File: src/rtl/wwfa_pkg.sv
// Shared helpers and types for the wrapped-wavefront allocator.
package wwfa_pkg;

    localparam int MAX_PORTS = 16;
    localparam int MAX_IDX_W = 4;

    // Port index and one-hot port vector sized for the largest supported crossbar.
    typedef logic [MAX_IDX_W-1:0] port_idx_t;
    typedef logic [MAX_PORTS-1:0] port_vec_t;

    // Ceiling log2, valid for value >= 1.
    function automatic int clog2(input int value);
        int r;
        r = 0;
        while ((32'sd1 << r) < value) begin
            r = r + 32'sd1;
        end
        return r;
    endfunction

    // Modular difference (col - row) mod n: the diagonal that cell (row, col) sits on.
    function automatic int diag_idx(input int col, input int row, input int n);
        return (col - row + n) % n;
    endfunction

endpackage

File: src/rtl/wwfa_cell.sv
// One allocator cell: grants when it requests and both its row and column are still free.
module wwfa_cell
    import wwfa_pkg::*;
(
    input  logic req_i,
    input  logic row_free_i,
    input  logic col_free_i,
    output logic gnt_o,
    output logic row_free_o,
    output logic col_free_o
);

    assign gnt_o      = req_i & row_free_i & col_free_i;
    assign row_free_o = row_free_i & ~gnt_o;
    assign col_free_o = col_free_i & ~gnt_o;

endmodule

File: src/rtl/wwfa_alloc_n.sv
// N x N wrapped-wavefront crossbar allocator with locked connections,
// rotating priority diagonal and optional hold-time watchdog.
module wwfa_alloc_n
    import wwfa_pkg::*;
#(
    parameter int N_PORTS  = 4,
    parameter int ADDR_W   = 32,
    parameter int HOLD_MAX = 0
) (
    input  logic                              clk_i,
    input  logic                              reset_i,
    input  logic                              enable_i,
    input  logic [N_PORTS-1:0]                req_i,
    input  logic [N_PORTS*ADDR_W-1:0]         addr_i,
    input  logic [N_PORTS-1:0]                release_i,
    output logic [N_PORTS-1:0]                in_gnt_o,
    output logic [N_PORTS-1:0]                out_vld_o,
    output logic [N_PORTS*clog2(N_PORTS)-1:0] out_sel_o,
    output logic [N_PORTS-1:0]                timeout_o,
    output logic [clog2(N_PORTS)-1:0]         prio_diag_o
);

    localparam int IDX_W = clog2(N_PORTS);
    localparam int CNT_W = (HOLD_MAX > 0) ? clog2(HOLD_MAX + 1) : 1;

    logic [N_PORTS-1:0]       conn_q, conn_d;
    logic [N_PORTS-1:0]       busy_q, busy_d;
    logic [N_PORTS-1:0]       to_q, to_d;
    logic [N_PORTS*IDX_W-1:0] sel_q, sel_d;
    logic [IDX_W-1:0]         prio_q, prio_d;
    logic [CNT_W-1:0]         cnt_q [N_PORTS];
    logic [CNT_W-1:0]         cnt_d [N_PORTS];

    logic [IDX_W-1:0]         dest_s [N_PORTS];
    logic [N_PORTS-1:0]       new_gnt_s;
    logic [N_PORTS-1:0]       expire_s;
    logic [N_PORTS-1:0]       drop_s;
    logic [N_PORTS-1:0]       free_out_s;

    // Destination port is the top IDX_W bits of each input's address word.
    for (genvar i = 0; i < N_PORTS; i++) begin : g_dest
        assign dest_s[i] = addr_i[i*ADDR_W + ADDR_W - 1 -: IDX_W];
    end

    // Wavefront: step s evaluates diagonal (prio + s); row/column availability
    // ripples from step to step so earlier diagonals win conflicts.
    for (genvar s = 0; s < N_PORTS; s++) begin : g_step
        logic [IDX_W-1:0]   diag_s;
        logic [N_PORTS-1:0] row_in_s;       // indexed by input
        logic [N_PORTS-1:0] col_in_s;       // indexed by output
        logic [N_PORTS-1:0] row_out_s;      // indexed by input
        logic [N_PORTS-1:0] col_out_s;      // indexed by output
        logic [N_PORTS-1:0] cell_req_s;     // indexed by input
        logic [N_PORTS-1:0] cell_col_in_s;  // indexed by input
        logic [N_PORTS-1:0] cell_col_out_s; // indexed by input
        logic [N_PORTS-1:0] gnt_s;          // indexed by input
        logic [N_PORTS-1:0] gnt_acc_s;      // grants from steps 0..s

        assign diag_s = prio_q + IDX_W'(s);

        if (s == 0) begin : g_first
            assign row_in_s  = ~conn_q;
            assign col_in_s  = ~busy_q;
            assign gnt_acc_s = gnt_s;
        end else begin : g_next
            assign row_in_s  = g_step[s-1].row_out_s;
            assign col_in_s  = g_step[s-1].col_out_s;
            assign gnt_acc_s = g_step[s-1].gnt_acc_s | gnt_s;
        end

        for (genvar i = 0; i < N_PORTS; i++) begin : g_row
            logic [IDX_W-1:0] col_s;

            assign col_s = IDX_W'(i) + diag_s;
            assign cell_req_s[i] = enable_i & req_i[i] & ~conn_q[i] & ~busy_q[col_s]
                                   & (dest_s[i] == col_s);
            assign cell_col_in_s[i] = col_in_s[col_s];

            wwfa_cell u_cell (
                .req_i      (cell_req_s[i]),
                .row_free_i (row_in_s[i]),
                .col_free_i (cell_col_in_s[i]),
                .gnt_o      (gnt_s[i]),
                .row_free_o (row_out_s[i]),
                .col_free_o (cell_col_out_s[i])
            );

            // Output i on this diagonal is served by input (i - diag) mod N.
            assign col_out_s[i] = cell_col_out_s[IDX_W'(diag_idx(i, int'(diag_s), N_PORTS))];
        end
    end

    // Release and watchdog decisions for currently held connections.
    always_comb begin
        expire_s   = '0;
        drop_s     = '0;
        free_out_s = '0;
        for (int i = 0; i < N_PORTS; i++) begin
            expire_s[i] = (HOLD_MAX > 0) && conn_q[i] && (cnt_q[i] == CNT_W'(HOLD_MAX))
                          && !release_i[i];
            drop_s[i]   = conn_q[i] & (release_i[i] | expire_s[i]);
        end
        for (int o = 0; o < N_PORTS; o++) begin
            free_out_s[o] = busy_q[o] & drop_s[sel_q[o*IDX_W +: IDX_W]];
        end
    end

    // Next-state: merge the wavefront result with releases and advance the diagonal.
    always_comb begin
        new_gnt_s = g_step[N_PORTS-1].gnt_acc_s;
        conn_d    = ~g_step[N_PORTS-1].row_out_s & ~drop_s;
        busy_d    = ~g_step[N_PORTS-1].col_out_s & ~free_out_s;
        to_d      = expire_s;
        prio_d    = (|new_gnt_s) ? (prio_q + IDX_W'(1)) : prio_q;
        sel_d     = sel_q;
        for (int o = 0; o < N_PORTS; o++) begin
            for (int i = 0; i < N_PORTS; i++) begin
                sel_d[o*IDX_W +: IDX_W] = (new_gnt_s[i] && (dest_s[i] == IDX_W'(o)))
                                          ? IDX_W'(i) : sel_d[o*IDX_W +: IDX_W];
            end
        end
        for (int i = 0; i < N_PORTS; i++) begin
            if (HOLD_MAX == 0) begin
                cnt_d[i] = '0;
            end else if (new_gnt_s[i]) begin
                cnt_d[i] = CNT_W'(1);
            end else if (drop_s[i]) begin
                cnt_d[i] = '0;
            end else if (conn_q[i]) begin
                cnt_d[i] = cnt_q[i] + CNT_W'(1);
            end else begin
                cnt_d[i] = cnt_q[i];
            end
        end
    end

    // State registers with synchronous reset; reset drops connections without a timeout pulse.
    always_ff @(posedge clk_i) begin
        if (reset_i) begin
            conn_q <= '0;
            busy_q <= '0;
            to_q   <= '0;
            sel_q  <= '0;
            prio_q <= '0;
            for (int i = 0; i < N_PORTS; i++) begin
                cnt_q[i] <= '0;
            end
        end else begin
            conn_q <= conn_d;
            busy_q <= busy_d;
            to_q   <= to_d;
            sel_q  <= sel_d;
            prio_q <= prio_d;
            for (int i = 0; i < N_PORTS; i++) begin
                cnt_q[i] <= cnt_d[i];
            end
        end
    end

    assign in_gnt_o    = conn_q;
    assign out_vld_o   = busy_q;
    assign out_sel_o   = sel_q;
    assign timeout_o   = to_q;
    assign prio_diag_o = prio_q;

endmodule

File: config.mk
export PLATFORM = sky130hd
export DESIGN_NAME = wwfa_alloc_n
export DESIGN_NICKNAME = d
export VERILOG_FILES = /design/src/rtl/wwfa_pkg.sv /design/src/rtl/wwfa_cell.sv /design/src/rtl/wwfa_alloc_n.sv
export SDC_FILE = /design/constraint.sdc
export NUM_CORES = 1
export LEC_CHECK = 0
export CORE_MARGIN = 2
export CORE_UTILIZATION = 29
export CTS_CLUSTER_DIAMETER = 100
export DETAILED_ROUTE_END_ITERATION = 8
export PLACE_DENSITY = 0.78
export SYNTH_ARGS = -nofsm -noshare
export SYNTH_HDL_FRONTEND = slang
export SYNTH_SLANG_ARGS = --single-unit
File: constraint.sdc
create_clock -name clk_i -period 2.5 [get_ports clk_i]
set_input_delay 0.5 -clock clk_i [delete_from_list [all_inputs] [get_ports clk_i]]
set_output_delay 0.5 -clock clk_i [all_outputs]
set_load 0.01 [all_outputs]
Word-level counts from Yosys, hierarchy flattened
Index checks and enable logic that the tools add are counted.
{"block": "op_classes", "bitwise_logic": 156, "muxes": 130, "n_addsub": 44, "n_reduce_logical": 25, "eq_ne": 28, "magnitude_cmp": 33}
{"op": "$and 1x1->1", "n": 112}
{"op": "$bmux 1 s2", "n": 49}
{"op": "$mux 1", "n": 65}
{"op": "$lt 2x4->1 const B", "n": 16}
{"op": "$lt 2x3->1 const B", "n": 17}
{"op": "$add 2x1->2 const B", "n": 17}
{"op": "$not 1->1", "n": 33}
{"op": "$eq 2x2->1", "n": 16}
{"op": "$mux 2", "n": 16}
{"op": "$not 4->4", "n": 6}
{"op": "$eq 2x2->1 const B", "n": 8}
{"op": "$logic_and 1x1->1", "n": 16}
{"op": "$reduce_bool 4->1", "n": 4}
{"op": "$sub 1x2->2 const A", "n": 8}
{"op": "$sub 2x2->2 const A", "n": 8}
{"op": "$add 2x2->2 const A", "n": 6}
{"op": "$or 4x4->4", "n": 3}
{"op": "$and 4x4->4", "n": 2}
{"op": "$eq 2x1->1 const B", "n": 4}
{"op": "$logic_not 2->1", "n": 4}
{"op": "$add 1x2->2 const A", "n": 3}
{"op": "$add 2x2->2 const B", "n": 2}
{"op": "$reduce_or 4->1", "n": 1}
{"block": "word_totals", "out_inout_bits": 22, "reg_bits": 18, "wordCells": 423}

Logic depth before layout (Yosys ltp)
{"block": "logic_depth", "word_depth": 39, "ltp_mapped": 11, "depth_no_buf": 7}

Hierarchy
Synthesis repeated with hierarchy kept, for this count alone.
{"block": "unflattened", "hier_cells": 242, "area_unflattened_um2": 1876.8}
{"module": "wwfa_alloc_n", "seq_area_each_um2": 360.3, "instances": 1, "area_per_inst_um2": 1536.5, "cells_per_inst": 194}
{"module": "wwfa_cell", "seq_area_each_um2": 0.0, "instances": 16, "area_per_inst_um2": 21.3, "cells_per_inst": 3}

Least setup slack after synthesis
No wires, ideal clock.
{"block": "synth_path", "path_kind": "register to register", "start": "register prio_q[1], in the netlist prio_diag_o[1]", "end": "register prio_q[1], in the netlist prio_diag_o[1]", "path_slack_ns": -0.220, "arrival_time_ns": 2.597, "setup_time_ns": 0.123, "period_less_slack_ns": 2.720, "n_path_buf": 1, "path_stages_with_launch": 9, "path_cell_list": "dfxtp_1 buf_6 mux4_2 or4_4 nand2b_4 o211ai_4 nor3_2 a31oi_1 mux2_1"}
{"block": "synth_via", "elab_chain_len": 34, "word_cells_on_any_way": 263, "cone_classes": "36 x add/sub; 16 x eq/ne; 94 x mux; 116 x bitwise; 1 x reduce/logical"}
{"element": "start, declared", "line_no": "wwfa_alloc_n.sv:30", "source": "logic [IDX_W-1:0] prio_q, prio_d;"}
{"element": "start signal, assigned", "line_no": "wwfa_alloc_n.sv:153", "source": "prio_q <= prio_d;"}
{"element": "$add 2x1->2 / $add 2x2->2 (equally long branches)", "line_no": "wwfa_alloc_n.sv:59, wwfa_alloc_n.sv:74, wwfa_alloc_n.sv:114"}
{"element": "$bmux 1 s2", "line_no": "wwfa_alloc_n.sv:75", "source": "assign cell_req_s[i] = enable_i & req_i[i] & ~conn_q[i] & ~busy_q[col_s]"}
{"element": "$mux 1 (implied by the code)", "line_no": "wwfa_alloc_n.sv:75"}
{"element": "$not 1->1", "line_no": "wwfa_alloc_n.sv:75"}
{"element": "$and 1x1->1", "line_no": "wwfa_alloc_n.sv:75"}
{"element": "$and 1x1->1", "line_no": "wwfa_alloc_n.sv:76", "source": "& (dest_s[i] == col_s);"}
{"element": "$and 1x1->1 (2 in series)", "line_no": "wwfa_cell.sv:13", "source": "assign gnt_o = req_i & row_free_i & col_free_i;"}
{"element": "$not 1->1", "line_no": "wwfa_cell.sv:14, wwfa_cell.sv:15"}
{"element": "[16 not listed]"}
{"element": "$and 1x1->1", "line_no": "wwfa_cell.sv:15", "source": "assign col_free_o = col_free_i & ~gnt_o;"}
{"element": "$bmux 1 s2", "line_no": "wwfa_alloc_n.sv:89", "source": "assign col_out_s[i] = cell_col_out_s[IDX_W'(diag_idx(i, int'(diag_s), N_PORTS))];"}
{"element": "$mux 1 (implied by the code) (2 in series)", "line_no": "wwfa_alloc_n.sv:89"}
{"element": "$bmux 1 s2", "line_no": "wwfa_alloc_n.sv:77", "source": "assign cell_col_in_s[i] = col_in_s[col_s];"}
{"element": "$mux 1 (implied by the code)", "line_no": "wwfa_alloc_n.sv:77"}
{"element": "$and 1x1->1", "line_no": "wwfa_cell.sv:13"}
{"element": "$or 4x4->4", "line_no": "wwfa_alloc_n.sv:68", "source": "assign gnt_acc_s = g_step[s-1].gnt_acc_s | gnt_s;"}
{"element": "$reduce_or 4->1", "line_no": "wwfa_alloc_n.sv:114", "source": "prio_d = (|new_gnt_s) ? (prio_q + IDX_W'(1)) : prio_q;"}
Parallel ways exist; a longest one is shown, timed or not. The select of a mux whose other input is x is not followed.
A chain may end at the register's enable or synchronous reset.

Worst setup path in the final report
{"block": "layout_path", "start": "register prio_q[1], in the netlist prio_diag_o[1]", "end": "register sel_q[1], in the netlist out_sel_o[1]"}
{"block": "layout_via", "elab_chain_len": 37, "word_cells_on_any_way": 270, "cone_classes": "36 x add/sub; 16 x eq/ne; 97 x mux; 116 x bitwise; 5 x reduce/logical"}
{"element": "$add 2x1->2 / $add 2x2->2 (equally long branches)", "line_no": "wwfa_alloc_n.sv:59, wwfa_alloc_n.sv:74"}
{"element": "$bmux 1 s2", "line_no": "wwfa_alloc_n.sv:75"}
{"element": "$mux 1 (implied by the code)", "line_no": "wwfa_alloc_n.sv:75"}
{"element": "$not 1->1", "line_no": "wwfa_alloc_n.sv:75"}
{"element": "$and 1x1->1", "line_no": "wwfa_alloc_n.sv:75"}
{"element": "$and 1x1->1", "line_no": "wwfa_alloc_n.sv:76"}
{"element": "$and 1x1->1 (2 in series)", "line_no": "wwfa_cell.sv:13"}
{"element": "$not 1->1", "line_no": "wwfa_cell.sv:14, wwfa_cell.sv:15"}
{"element": "[17 not listed]"}
{"element": "$bmux 1 s2", "line_no": "wwfa_alloc_n.sv:89"}
{"element": "$mux 1 (implied by the code) (2 in series)", "line_no": "wwfa_alloc_n.sv:89"}
{"element": "$bmux 1 s2", "line_no": "wwfa_alloc_n.sv:77"}
{"element": "$mux 1 (implied by the code)", "line_no": "wwfa_alloc_n.sv:77"}
{"element": "$and 1x1->1", "line_no": "wwfa_cell.sv:13"}
{"element": "$or 4x4->4 *", "line_no": "wwfa_alloc_n.sv:68"}
{"element": "$logic_and 1x1->1", "line_no": "wwfa_alloc_n.sv:118", "source": "sel_d[o*IDX_W +: IDX_W] = (new_gnt_s[i] && (dest_s[i] == IDX_W'(o)))"}
{"element": "$mux 2 (3 in series)", "line_no": "wwfa_alloc_n.sv:119", "source": "? IDX_W'(i) : sel_d[o*IDX_W +: IDX_W];"}
{"element": "end signal, assigned", "line_no": "wwfa_alloc_n.sv:152", "source": "sel_q <= sel_d;"}
{"element": "end, declared", "line_no": "wwfa_alloc_n.sv:29", "source": "logic [N_PORTS*IDX_W-1:0] sel_q, sel_d;"}
Every way passes the cells marked *; elsewhere a longest branch is shown, timed or not. The select of a mux whose other input is x is not followed.

==> summary.md <==
| Metric | Value |
|---|---|
| DR pass1 iterations | 5 |
| Synth area leaders | dfxtp_1 20%, xnor2_1 5.2%, mux4_2 4.9%, nand3_1 4.1%, nor2_1 3.7% |
| Worst Path Buf+Inv | 3 |
| Grt peak-use layer | met2 |
| Hold_buf cts | 0 |
| Final setup viols | 1 |
| Cell Chain, Critical Path | buf_6 > buf_6 > xnor3_1 > or4_4 > nand2b_4 > o211ai_4 > buf_6 > and2b_2 > a21oi_1 > a32o_1 |
| Final hold vios | 0 |
| Worst EP required | 2.67 ns |
| HPWL after detailed placement | 5.210 mm |
| Vias in the first global route | 2295 |
| Register area share after synthesis | 19.51% |
| Critical path depth | 10 |
| Layout cells sized above 1 | 37.62% |
| TritonCTS Sinks | 18 |
| Row cnt | 29 |
| Clock Latency Late Sink | 0.27 ns |
| Switching share of power | 45.21% |
| Die Ht | 83.80 um |
| Switch Pwr | 1.728 mW |
| Most common cell after layout, fill and taps aside | buf_4 |
| DR vias | 2298 |
| Finished Cell Area | 0.003149 mm2 |
| Pwr dens | 1214 mW/mm2 |
| Grt ovf | 0 |
| Area growth from synthesis to layout | 70.53% |
| RSZ-0062 raised after global routing | true |
| Syn Std Cell Area | 0.001847 mm2 |
| Commonest cells after routing, fill and taps aside | 54 x buf_4, 27 x clkdlybuf4s50_1, 17 x nor2_1, 15 x nand2_1 |
| Post-Layout Cell Count | 396 |
| Maximum clock frequency | 400.0 MHz |
| Antenna-violating nets left | 0 |
| CP arrival | 2.67 ns |
| Initial antenna violation count | 0 |
| Period utilization | 100.0% |
| Post-synth top flop | dfxtp_1 |
| Clock share of power | 6.7% |
| Failing checks | setup timing |
| IO Port Bufs | 36 |
| Crit Path Max Fanout | 3 |
| Total power | 3.823 mW |
| Kind of cell adding the most delay to the critical path | simple AND/OR/NAND/NOR gates |
| Via density | 5.803 |
| Residual DRC | 0 |
| Critical path's largest stage delay | 0.56 ns |
| Die X | 83.80 um |
| Cell total after placement | 381 |
| Leak | 1.268 nW |
| TNS Setup | -0.00009104 ns |
| Placed standard-cell area | 0.002641 mm2 |
| Status | finished, violations left |
| Tot GR Track Use | 18.71% |
| Number of synthesized flops with an enable pin | 0 |
| Fraction of registers with async set/reset | 0% |
| Syn Area/Cell | 8.029 um2 |
| Clock root buffer | clkbuf_8 |
| Nets@finish | 459 |
| First-pass GRT wire length | 10.78 mm |
| I/O pins | 161 |
| WL/cell | 18.26 um |
| Hold depth | 2 |
| GP Congestion | 0.8946 |
| #FFs+latches synth | 18 |
| Initial Utilization | 29.59% |
| Final Max Tran Viols | 0 |
| Number of cells on the worst reg-to-reg path | 10 |
| Pin count of the biggest net entering global routing | 13 |
| CP most frequent cell | buf_6 |
| Final WS setup | -0.00009104 ns |
| Drt first-iter violations | 194 |
| Synth warn | 0 |
| Crit path kind | flip-flop to flip-flop |
| Flop pwr share | 14.5% |
| Maxcap violations | 0 |
| Post-synth cell types | 63 |
| Hold WC Path Type | flip-flop to flip-flop |
| CP Capture Type | flip-flop |
| CTS tree | yes |
| Cell taking the most area after synthesis | dfxtp_1 |
| Max Buffers Root-to-Sink | 2 |
| Internal Pwr Total | 2.094 mW |
| Core footprint | 0.006241 mm2 |
| Syn Inst Count | 230 |
| Total CTS buffers | 3 |
| Top cell type's share of synthesized area | 19.51% |
| # diodes | 0 |
| Clk_skew | 0.001136 ns |
| CP startpoint kind | flip-flop |
| H-tree Lvls | 1 |
| VDD IR max | 565.1 uV |
| Util after Layout | 50.46% |
| Fin crit period | 2.500 ns |
| Reg clk slew, reported paths | 0.07 ns |
| M1 GR Usage | 23.14% |
| FILL cells | 554 |
| Routed wire length | 7.232 mm |
| Met2 Usage GRT | 32.22% |
| Combinational Power Share | 78.9% |
| CP max stage cell | or4_4 |
| Die ar. | 0.007022 mm2 |
| Routing usage on met3 | 2.374% |
==> through the flow <==
step                      hold WS [ns]  setup slack, ns
after floorplan                 0.4982         0.003259
after global placement          0.4935          -0.4108
after detailed placement        0.4855          -0.4350
after CTS                       0.5043         -0.08252
after global routing            0.5556         -0.07698
final                           0.5094      -0.00009104
==> logic make-up (layout without fill, tap and decap cells) <==
family,after synthesis,in the layout,synth area share [%]
AND/OR/NAND/NOR,82,82,23.92
XOR/XNOR,20,20,11.04
flip-flops,18,18,19.51
buffers and inverters,29,115,7.520
other,1,4,0.2031
multiplexers,7,7,6.640
AO/OA/AOI/OAI,73,73,31.17
==> registers in the layout, summed over array words and instances, names as in the netlist <==
name         flops
prio_diag_o      2
out_sel_o        8
in_gnt_o         4
out_vld_o        4
==> power by group through the flow <==
| stage | registers, mW | logic [mW] | clock network, mW |
|---|---|---|---|
| 6_report | 0.553 | 3.02 | 0.255 |
| 5_1_grt | 0.566 | 3.20 | 0.261 |
| 4_1_cts | 0.535 | 2.53 | 0.250 |
| 3_5_place_dp | 0.542 | 2.41 | 0 |
| 3_3_place_gp | 0.534 | 2.36 | 0 |
| 2_1_floorplan | 0.555 | 1.38 | 0 |
==> worst reg2reg max path: cells and delay by family (launching register included) <==
family	cells	cell delay, ns
xor gates and xnor gates	1	0.22
and+or+nand+nor	3	0.90
DFF	1	0.36
AOI/OAI and AO/OA	3	0.57
buffers and inverters	3	0.35
==> worst paths after layout <==
| check | start | end | slack, ns |
|---|---|---|---|
| max | prio_diag_o[1] | out_sel_o[1] | -0.00009 |
| min | out_sel_o[6] | out_sel_o[6] | 0.51 |
| max reg2reg | prio_diag_o[1] | out_sel_o[1] | -0.00009 |
| min reg2reg | out_sel_o[6] | out_sel_o[6] | 0.51 |
==> repair_timing <==
action                                  in CTS  in global routing
endpoints found under the setup margin       9                 14
pin swaps                                    6                 18
gates cloned                                 0                  0
buffers inserted                             3                  8
resized for setup                           17                 54
==> layout make-up <==
type                       instances  area [um2]  area share, %
tap                               77       96.34          3.059
sequential                        18       371.6          11.80
timing repair buffer             100       903.4          28.68
clock buffer                       4       55.05          1.748
inverter                          11       41.29          1.311
multi-input combinational        186        1682          53.40
==> cell usage after synthesis (2+ instances only) <==
library cell and n:
o211a_1 2, xor2_1 7, nand2_1 15, a311oi_1 5, a32o_1 4, buf_1 3, a31oi_1 9, o31ai_1 7
dfxtp_1 18, o211ai_1 9, nor2_1 18, a211oi_1 2, and3b_1 4, nor3_2 2, mux4_2 4, o32a_1 2
a32oi_1 2, nand4_1 5, buf_2 3, nand3_1 15, nand3b_1 3, clkbuf_1 6, a21oi_1 9, a21o_1 2
buf_4 5, nor2b_1 2, inv_1 11, o21ai_0 3, nor3_1 8, xnor2_1 11, o31a_1 2
==> layer usage <==
metal  up-vias  share of wire (%)
li1       1062                  -
met1      1113                 42
met2       101                 50
met3        22                5.1
met4         0                2.6
met5         -                  0
No activity file was read; power rests on OpenSTA's default activity.
